==> src/rtl/pipe_hazard_ctrl_pkg.sv <==
// Shared types for the pipeline hazard controller: stage ctrl codes, FSM states, ctrl bundle.
package pipe_hazard_ctrl_pkg;

  localparam int unsigned CTRL_CODE_W = 2;
  localparam int unsigned REG_ADDR_W  = 5;
  localparam int unsigned FLUSH_W     = 3;

  typedef enum logic [CTRL_CODE_W-1:0] {
    CTRL_DEFAULT = 2'd0,
    CTRL_BUBBLE  = 2'd1,
    CTRL_STALLED = 2'd2
  } ctrl_e;

  typedef enum logic [1:0] {
    PCTRL_RUN      = 2'd0,
    PCTRL_FLUSH    = 2'd1,
    PCTRL_MEM_WAIT = 2'd2
  } pctrl_state_e;

  typedef struct packed {
    ctrl_e if_id;
    ctrl_e id_ex;
    ctrl_e ex_mem;
    ctrl_e mem_wb;
    logic  pc_wen;
  } ctrl_bus_t;

endpackage

==> src/rtl/pipe_hazard_ctrl_hazard_detect.sv <==
// Combinational load-use detector: EX load whose rd feeds a source register read in ID.
module pipe_hazard_ctrl_hazard_detect
  import pipe_hazard_ctrl_pkg::*;
(
  input  logic [REG_ADDR_W-1:0] i_id_rs1_addr,
  input  logic [REG_ADDR_W-1:0] i_id_rs2_addr,
  input  logic                  i_id_rs1_read,
  input  logic                  i_id_rs2_read,
  input  logic [REG_ADDR_W-1:0] i_ex_rd_addr,
  input  logic                  i_ex_wreg,
  input  logic                  i_ex_is_load,
  output logic                  o_load_use
);

  logic w_rs1_hit;
  logic w_rs2_hit;

  assign w_rs1_hit  = i_id_rs1_read && (i_id_rs1_addr == i_ex_rd_addr);
  assign w_rs2_hit  = i_id_rs2_read && (i_id_rs2_addr == i_ex_rd_addr);
  // x0 never carries a real dependency
  assign o_load_use = i_ex_is_load && i_ex_wreg && (i_ex_rd_addr != '0) && (w_rs1_hit || w_rs2_hit);

endmodule

==> src/rtl/pipe_hazard_ctrl.sv <==
// Pipeline control unit: per-stage ctrl codes and PC write enable for load-use, redirect and memory wait.
// Optional perf counters are built when PIPE_CTRL_PERF_EN is defined.
module pipe_hazard_ctrl
  import pipe_hazard_ctrl_pkg::*;
#(
  parameter int unsigned CTRL_W       = 2,
  parameter int unsigned FLUSH_CYCLES = 1,
  parameter int unsigned CNT_W        = 32
) (
  input  logic                  clk,
  input  logic                  rst,
  input  logic [REG_ADDR_W-1:0] id_rs1_addr,
  input  logic [REG_ADDR_W-1:0] id_rs2_addr,
  input  logic                  id_rs1_read,
  input  logic                  id_rs2_read,
  input  logic [REG_ADDR_W-1:0] ex_rd_addr,
  input  logic                  ex_wreg,
  input  logic                  ex_is_load,
  input  logic                  ex_branch_taken,
  input  logic                  mem_req_valid,
  input  logic                  mem_req_ready,
  output logic [CTRL_W-1:0]     ctrl_if_id,
  output logic [CTRL_W-1:0]     ctrl_id_ex,
  output logic [CTRL_W-1:0]     ctrl_ex_mem,
  output logic [CTRL_W-1:0]     ctrl_mem_wb,
  output logic                  pc_wen,
  output logic [CNT_W-1:0]      stall_cnt_o,
  output logic [CNT_W-1:0]      flush_cnt_o
);

  pctrl_state_e         r_state, w_state_nxt;
  logic [FLUSH_W-1:0]   r_flush_left, w_flush_nxt;
  logic                 r_branch_pend, w_pend_nxt;
  logic                 w_load_use;
  logic                 w_mem_wait;
  logic                 w_redirect;
  ctrl_bus_t            w_ctrl;

  pipe_hazard_ctrl_hazard_detect u_hazard_detect (
    .i_id_rs1_addr (id_rs1_addr),
    .i_id_rs2_addr (id_rs2_addr),
    .i_id_rs1_read (id_rs1_read),
    .i_id_rs2_read (id_rs2_read),
    .i_ex_rd_addr  (ex_rd_addr),
    .i_ex_wreg     (ex_wreg),
    .i_ex_is_load  (ex_is_load),
    .o_load_use    (w_load_use)
  );

  assign w_mem_wait = mem_req_valid && !mem_req_ready;

  always_ff @(posedge clk or negedge rst) begin
    if (!rst) begin
      r_state       <= PCTRL_RUN;
      r_flush_left  <= '0;
      r_branch_pend <= 1'b0;
    end else begin
      r_state       <= w_state_nxt;
      r_flush_left  <= w_flush_nxt;
      r_branch_pend <= w_pend_nxt;
    end
  end

  // Next state and ctrl codes; priority is mem wait, redirect, flush, wait exit, load-use
  always_comb begin
    w_ctrl      = '{if_id: CTRL_DEFAULT, id_ex: CTRL_DEFAULT, ex_mem: CTRL_DEFAULT,
                    mem_wb: CTRL_DEFAULT, pc_wen: 1'b1};
    w_state_nxt = r_state;
    w_flush_nxt = r_flush_left;
    w_pend_nxt  = r_branch_pend;
    w_redirect  = 1'b0;

    if (w_mem_wait) begin
      w_ctrl      = '{if_id: CTRL_STALLED, id_ex: CTRL_STALLED, ex_mem: CTRL_STALLED,
                      mem_wb: CTRL_BUBBLE, pc_wen: 1'b0};
      w_state_nxt = PCTRL_MEM_WAIT;
      if (ex_branch_taken) begin
        w_pend_nxt = 1'b1;
      end
    end else if (ex_branch_taken || ((r_state == PCTRL_MEM_WAIT) && r_branch_pend)) begin
      w_redirect   = 1'b1;
      w_ctrl.if_id = CTRL_BUBBLE;
      w_ctrl.id_ex = CTRL_BUBBLE;
      w_flush_nxt  = FLUSH_W'(FLUSH_CYCLES);
      w_pend_nxt   = 1'b0;
      w_state_nxt  = (FLUSH_CYCLES != 0) ? PCTRL_FLUSH : PCTRL_RUN;
    end else if (r_state == PCTRL_FLUSH) begin
      w_ctrl.if_id = CTRL_BUBBLE;
      w_flush_nxt  = r_flush_left - FLUSH_W'(1);
      if (r_flush_left <= FLUSH_W'(1)) begin
        w_state_nxt = PCTRL_RUN;
      end
    end else if (r_state == PCTRL_MEM_WAIT) begin
      // Exit without a pending branch: everything resumes this cycle
      w_state_nxt = PCTRL_RUN;
      w_flush_nxt = '0;
      w_pend_nxt  = 1'b0;
    end else if (w_load_use) begin
      w_ctrl.if_id  = CTRL_STALLED;
      w_ctrl.id_ex  = CTRL_BUBBLE;
      w_ctrl.pc_wen = 1'b0;
    end

    if (!rst) begin
      w_ctrl = '{if_id: CTRL_BUBBLE, id_ex: CTRL_BUBBLE, ex_mem: CTRL_BUBBLE,
                 mem_wb: CTRL_BUBBLE, pc_wen: 1'b0};
    end
  end

  assign ctrl_if_id  = CTRL_W'(w_ctrl.if_id);
  assign ctrl_id_ex  = CTRL_W'(w_ctrl.id_ex);
  assign ctrl_ex_mem = CTRL_W'(w_ctrl.ex_mem);
  assign ctrl_mem_wb = CTRL_W'(w_ctrl.mem_wb);
  assign pc_wen      = w_ctrl.pc_wen;

`ifdef PIPE_CTRL_PERF_EN
  logic [CNT_W-1:0] r_stall_cnt;
  logic [CNT_W-1:0] r_flush_cnt;

  always_ff @(posedge clk or negedge rst) begin
    if (!rst) begin
      r_stall_cnt <= '0;
      r_flush_cnt <= '0;
    end else begin
      if (!w_ctrl.pc_wen) begin
        r_stall_cnt <= r_stall_cnt + CNT_W'(1);
      end
      if (w_redirect) begin
        r_flush_cnt <= r_flush_cnt + CNT_W'(1);
      end
    end
  end

  assign stall_cnt_o = r_stall_cnt;
  assign flush_cnt_o = r_flush_cnt;
`else
  assign stall_cnt_o = '0;
  assign flush_cnt_o = '0;
`endif

endmodule
==> config.mk <==
export PLATFORM = sky130hd
export DESIGN_NAME = pipe_hazard_ctrl
export DESIGN_NICKNAME = d
export VERILOG_FILES = /design/src/rtl/pipe_hazard_ctrl_pkg.sv /design/src/rtl/pipe_hazard_ctrl_hazard_detect.sv /design/src/rtl/pipe_hazard_ctrl.sv
export SDC_FILE = /design/constraint.sdc
export NUM_CORES = 1
export LEC_CHECK = 0
export ABC_AREA = 1
export BUFFER_PORTS_ARGS = -buffer_cell sky130_fd_sc_hd__buf_2
export CORE_MARGIN = 4
export CORE_UTILIZATION = 39
export DETAILED_ROUTE_END_ITERATION = 10
export GPL_TIMING_DRIVEN = 0
export PLACE_DENSITY = 0.81
export REMOVE_ABC_BUFFERS = 1
export SYNTH_ARGS = -nofsm -noshare
export SYNTH_HDL_FRONTEND = slang
export SYNTH_HIERARCHICAL = 1
export SYNTH_SLANG_ARGS = --single-unit
==> constraint.sdc <==
create_clock -name clk -period 1.3 [get_ports clk]
set_input_delay 0.13 -clock clk [delete_from_list [all_inputs] [get_ports clk]]
set_output_delay 0.13 -clock clk [all_outputs]
set_load 0.05 [all_outputs]
# Yosys cells after proc, flatten, opt, wreduce, memory -nomap -nowiden
# Cells that the tools add are included.
dict set report totals {
  ff_bits 6
  latchBits 0
  mem_bits_rw 0
  rom_bits 0
  in_bits 24
  out_inout_bits 73
  wordCells 56
  n_memories 0
}
dict set report op_classes {
  add_sub_neg 1
  n_mul 0
  n_div 0
  magnitude_cmp 1
  eq_ne 7
  shift 0
  muxes 26
  bitwise 1
  n_reduce_logical 17
}
# operator n
set op_table {}
lappend op_table {{two-way mux 4 bit} 5}
lappend op_table {{two-way mux 2 bit} 7}
lappend op_table {{== test 5 bit} 2}
lappend op_table {{two-way mux 1 bit} 10}
lappend op_table {{two-way mux 3 bit} 3}
lappend op_table {{two-way mux 9 bit} 1}
lappend op_table {{logical AND 1 bit} 7}
lappend op_table {{nonzero test 3 bit} 2}
lappend op_table {{nonzero test 5 bit} 1}
lappend op_table {{inequality test 4 x 3 -> 1 bit, second input constant} 1}
lappend op_table {{AND reduction 2 bit} 2}
lappend op_table {{nonzero test 4 bit} 1}
lappend op_table {{<= comparator 3 x 1 -> 1 bit, second input constant} 1}
lappend op_table {{inequality test 3 bit, second input constant} 1}
lappend op_table {{AND reduction 3 bit} 1}
lappend op_table {{subtractor 3 x 1 -> 3 bit, second input constant} 1}
lappend op_table {{== test 2 x 1 -> 1 bit, second input constant} 1}
lappend op_table {{== test 2 bit, second input constant} 1}
lappend op_table {{logical OR 1 bit} 2}
lappend op_table {{inequality test 2 bit, second input constant} 1}
lappend op_table {{zero test 1 bit} 1}
lappend op_table {{NOT 1 bit} 1}

# Depth between registers and ports, before layout
dict set report depth {
  ltp_word 10
  ltp_mapped 10
  mapped_depth_nobuf 10
}

# Modules after synthesis
# The synthesis kept the hierarchy.
# module n_inst cells_each area_per_inst_um2 seq_area_each_um2
set modules_own_cells {}
lappend modules_own_cells {pipe_hazard_ctrl 1 131 963.4 150.1}
lappend modules_own_cells {pipe_hazard_ctrl_hazard_detect 1 56 220.2 0.0}

# Worst setup path before layout
# Ideal clock, no wire load.
dict set report synth_timing {
  kind {input to output}
  startpoint {input rst}
  endpoint {output ctrl_if_id[0]}
  t_arrival_ns 1.724
  required_ns 1.170
  path_slack_ns -0.554
  cell_stages 3
  path_buffers 0
  cell_sequence {inv_1 -> nor2_1 -> a31oi_1}
}
dict set report synth_via {
  elab_chain_cells 1
}
# element line
set synth_lines {}
lappend synth_lines {{start, declared} pipe_hazard_ctrl.sv:11} ;# input logic rst,
lappend synth_lines {{two-way mux 9 bit} pipe_hazard_ctrl.sv:104} ;# if (!rst) begin
lappend synth_lines {{end, declared} pipe_hazard_ctrl.sv:22} ;# output logic [CTRL_W-1:0] ctrl_if_id,
# No other way between the ends.

# Worst setup path in the final report
dict set report layout_timing {
  startpoint {register r_state[1]}
  endpoint {output ctrl_if_id[1]}
}
dict set report layout_via {
  elab_chain_cells 6
  elab_cells_between_ends 9
  classes_between {eq/ne: 2; mux: 5; reduce/logical: 2}
}
# element line
set layout_lines {}
lappend layout_lines {{start, declared} pipe_hazard_ctrl.sv:31} ;# pctrl_state_e r_state, w_state_nxt;
lappend layout_lines {{start signal, assigned} pipe_hazard_ctrl.sv:58} ;# r_state <= w_state_nxt;
lappend layout_lines {{== test 2 bit} {pipe_hazard_ctrl.sv:80, pipe_hazard_ctrl.sv:93}}
lappend layout_lines {{two-way mux 4 bit or logical AND 1 bit (tied branches)} {pipe_hazard_ctrl.sv:93, pipe_hazard_ctrl.sv:80}}
lappend layout_lines {{two-way mux 2 bit or logical OR 1 bit (tied branches)} {pipe_hazard_ctrl.sv:87, pipe_hazard_ctrl.sv:80}}
lappend layout_lines {{two-way mux 4 bit *} pipe_hazard_ctrl.sv:80} ;# end else if (ex_branch_taken || ((r_state == PCTRL_MEM_WAIT) && r_branch_pend)) begin
lappend layout_lines {{two-way mux 4 bit *} pipe_hazard_ctrl.sv:73} ;# if (w_mem_wait) begin
lappend layout_lines {{two-way mux 9 bit *} pipe_hazard_ctrl.sv:104}
# Every way passes the cells marked *; elsewhere a longest branch is shown, timed or not.

==> impl_metrics.ini <==
[status]
outcome = finished, violations left
violations = setup timing

[clock_network]
cts.htree.levels = 1
root_buffer = clkbuf_4
cts_made_buffers = 3
cts_max_path_buffers = 2
clkSlewWorstSetupHoldPaths_ns = 0.05
cts.sinks = 6
cts_tree = yes
clk_latency_ns = 0.25

[yosys]
synth.distinct_cells = 20
synth-main-ff-cell = dfrtp_1
netlist_top_cells_count = 66 x buf_4, 41 x nand2_1, 21 x inv_1
yosysSeqAreaShare_pct = 12.7
yosysTopAreaCellShare_pct = 41.9
synth_area_um2 = 1180
synth-seq-cells = 6
syn_inst = 187
synth_most_common_cell = buf_4
synth_area_per_cell_um2 = 6.33
synth.largest_area_cell = buf_4
yosysWarnings = 6
synthTopCellsByArea = buf_4 42%, nand2_1 13%, dfrtp_1 13%, inv_1 6.7%, ha_1 5.3%
async_flop_share_pct = 100
synth-edff-count = 0

[routing]
drtPass1Iterations = 4
wl_per_cell_um = 8.79
via_per_inst = 3.84
ant_nets = 0
via_count = 992
drt_iter0_markers = 32
drt_wl_total_um = 2270
drc = 0

[sta]
drv_slew = 0
finalCritPeriodShare_pct = 126
max_freq_mhz = 608
finalWorstSetupSlack_ns = -0.344
finClkSkew_ns = 0.00700
rsz0062_at_grt = yes
final-hold-violation-count = 0
period_needed_ns = 1.64
setup_viol = 9

[place]
dp_hpwl_um = 1850
port_buffers = 31
place_area_um2 = 1120
dp_slack_ns = -0.297
routabilityCongestion = 0.723

[floorplan]
die_area_um2 = 3980
die_x_um = 63.1
rows = 19
die_h_um = 63.1
initial_core_util_pct = 41.8
io_pins = 97
core_um2 = 2830

[run]
drv_cap = 0

[worst_setup_path]
endpoint_kind = output port
worstPathMaxFanout = 5
worstPathCellList = ha_4 > a21oi_4 > nand2_1 > a21oi_2 > buf_6
path_buf_inv = 1
cp_data_arrival_time_ns = 1.51
worstPathRequired_ns = 1.17
critPathTopFamily = flip-flops
cp-start-kind = flop
critPathMaxStageDelay_ns = 0.44
cp_slowest_cell = dfrtp_2
critPathKind = reg2out

[global_route]
grt_pass1_vias = 758
antenna_found_initial = 0
grt_max_degree = 8
groute.usage.overall_pct = 9.78
grt_pass1_wl_um = 3130
grt-ovfl-total = 0

[layout]
finish.instance_area_um2 = 1280
n_fill_cell = 296
synthToLayoutAreaGrowth_pct = 8.35
fin_util_pct = 45.3
drive_gt1_share_pct = 28.2
layout.nets = 258
antennaDiodeCount = 0

[power_and_ir_drop]
p_leak_uw = 0.000812
peakVddDrop_v = 0.000498
totalPowerFinal_uw = 1240
power_density_nw_per_um2 = 968

[worst_hold_path]
hp-class = in2reg
[logic make-up (layout without fill, tap and decap cells)]
group	Yosys count	after routing	synth area share [%]
flip-flops	6	6	12.7
other	1	65	0.317
buffers and inverters	93	69	50.4
adder cells (fa/ha/maj)	5	5	5.29
AND/OR/NAND/NOR	71	71	25.4
AO/OA/AOI/OAI	11	11	5.92
[per-stage QoR]
stage	TNS, ns	cells	hold WS (ns)
after floorplan	-3.23	185	-0.166
after global placement	-0.762	247	-0.00723
after detailed placement	-0.790	247	-0.00742
after CTS	-1.30	256	0.179
after global routing	-1.95	258	0.227
final	-1.37	258	0.196
[placed cells by master, fill, tap and decap left out]
master         count
dfrtp_2            1
clkbuf_4           3
nand3_2            1
buf_2             27
o31ai_1            1
nand4_1            1
ha_4               2
nand2_1           40
nor2_2             3
o21ai_1            2
nand3_1            7
dlygate4sd3_1      1
buf_6              3
ha_1               2
conb_1            65
a21oi_2            2
inv_2              6
clkinv_1           1
a21oi_1            4
nor3_1             1
a31oi_1            1
nor2_4             2
nand2_2            4
ha_2               1
a21oi_4            1
dfrtp_1            5
nor2_1            12
buf_4              8
inv_1             20
[layer usage]
layer  vias up  wire [um]  GRT usage [%]
li1        515          -              -
met1       407        825           11.6
met2        66       1090           15.5
met3         4        322           3.20
met4         0         24           5.23
met5         -          0              0
[final cells by class]
class | instances | area (um2) | share of cell area [%]
multi-input cells | 152 | 729 | 56.9
repair buffers | 39 | 239 | 18.6
flip-flops and latches | 6 | 151 | 11.8
inverters | 27 | 101 | 7.90
well taps | 31 | 38.8 | 3.02
clock buffers | 3 | 22.5 | 1.76
[worst min-delay path, delay by kind of cell]
kind,cells,cell delay (ns)
buffers and inverters,1,0.13
AND/OR/NAND/NOR,2,0.15
[sequential cells by signal, indices dropped and copies added (netlist names)]
name,flops
r_flush_left,3
r_state,2
r_branch_pend,1
[where the power goes]
part / leakage, uW / total (uW) / switching (uW) / internal, uW
Combinational: 0.000724 / 819 / 653 / 166
Clock: 0.0000138 / 181 / 76.3 / 105
Sequential: 0.0000735 / 241 / 25.5 / 215
[worst paths after layout]
path                                      start  cells after the start  slack (ns)         endpoint
worst max-delay path                 r_state[1]                      5       -0.34    ctrl_if_id[1]
worst min-delay path            ex_branch_taken                      3        0.20    r_branch_pend
worst max register to register       r_state[0]                      5       -0.04    r_branch_pend
worst min register to register  r_flush_left[0]                      2        0.53  r_flush_left[0]
max in group asynchronous                   rst                      2        0.67       r_state[1]
min in group asynchronous                   rst                      2        0.38       r_state[0]
[what timing repair did]
action / CTS / global route
pin swaps: 3 / 4
gates resized for setup: 13 / 8
hold buffers: 1 / 0
hold endpoints to repair: 6 / 0
endpoints found under the setup margin: 6 / 10
buffers inserted: 5 / 2
Power figures use the tool's default switching activity.
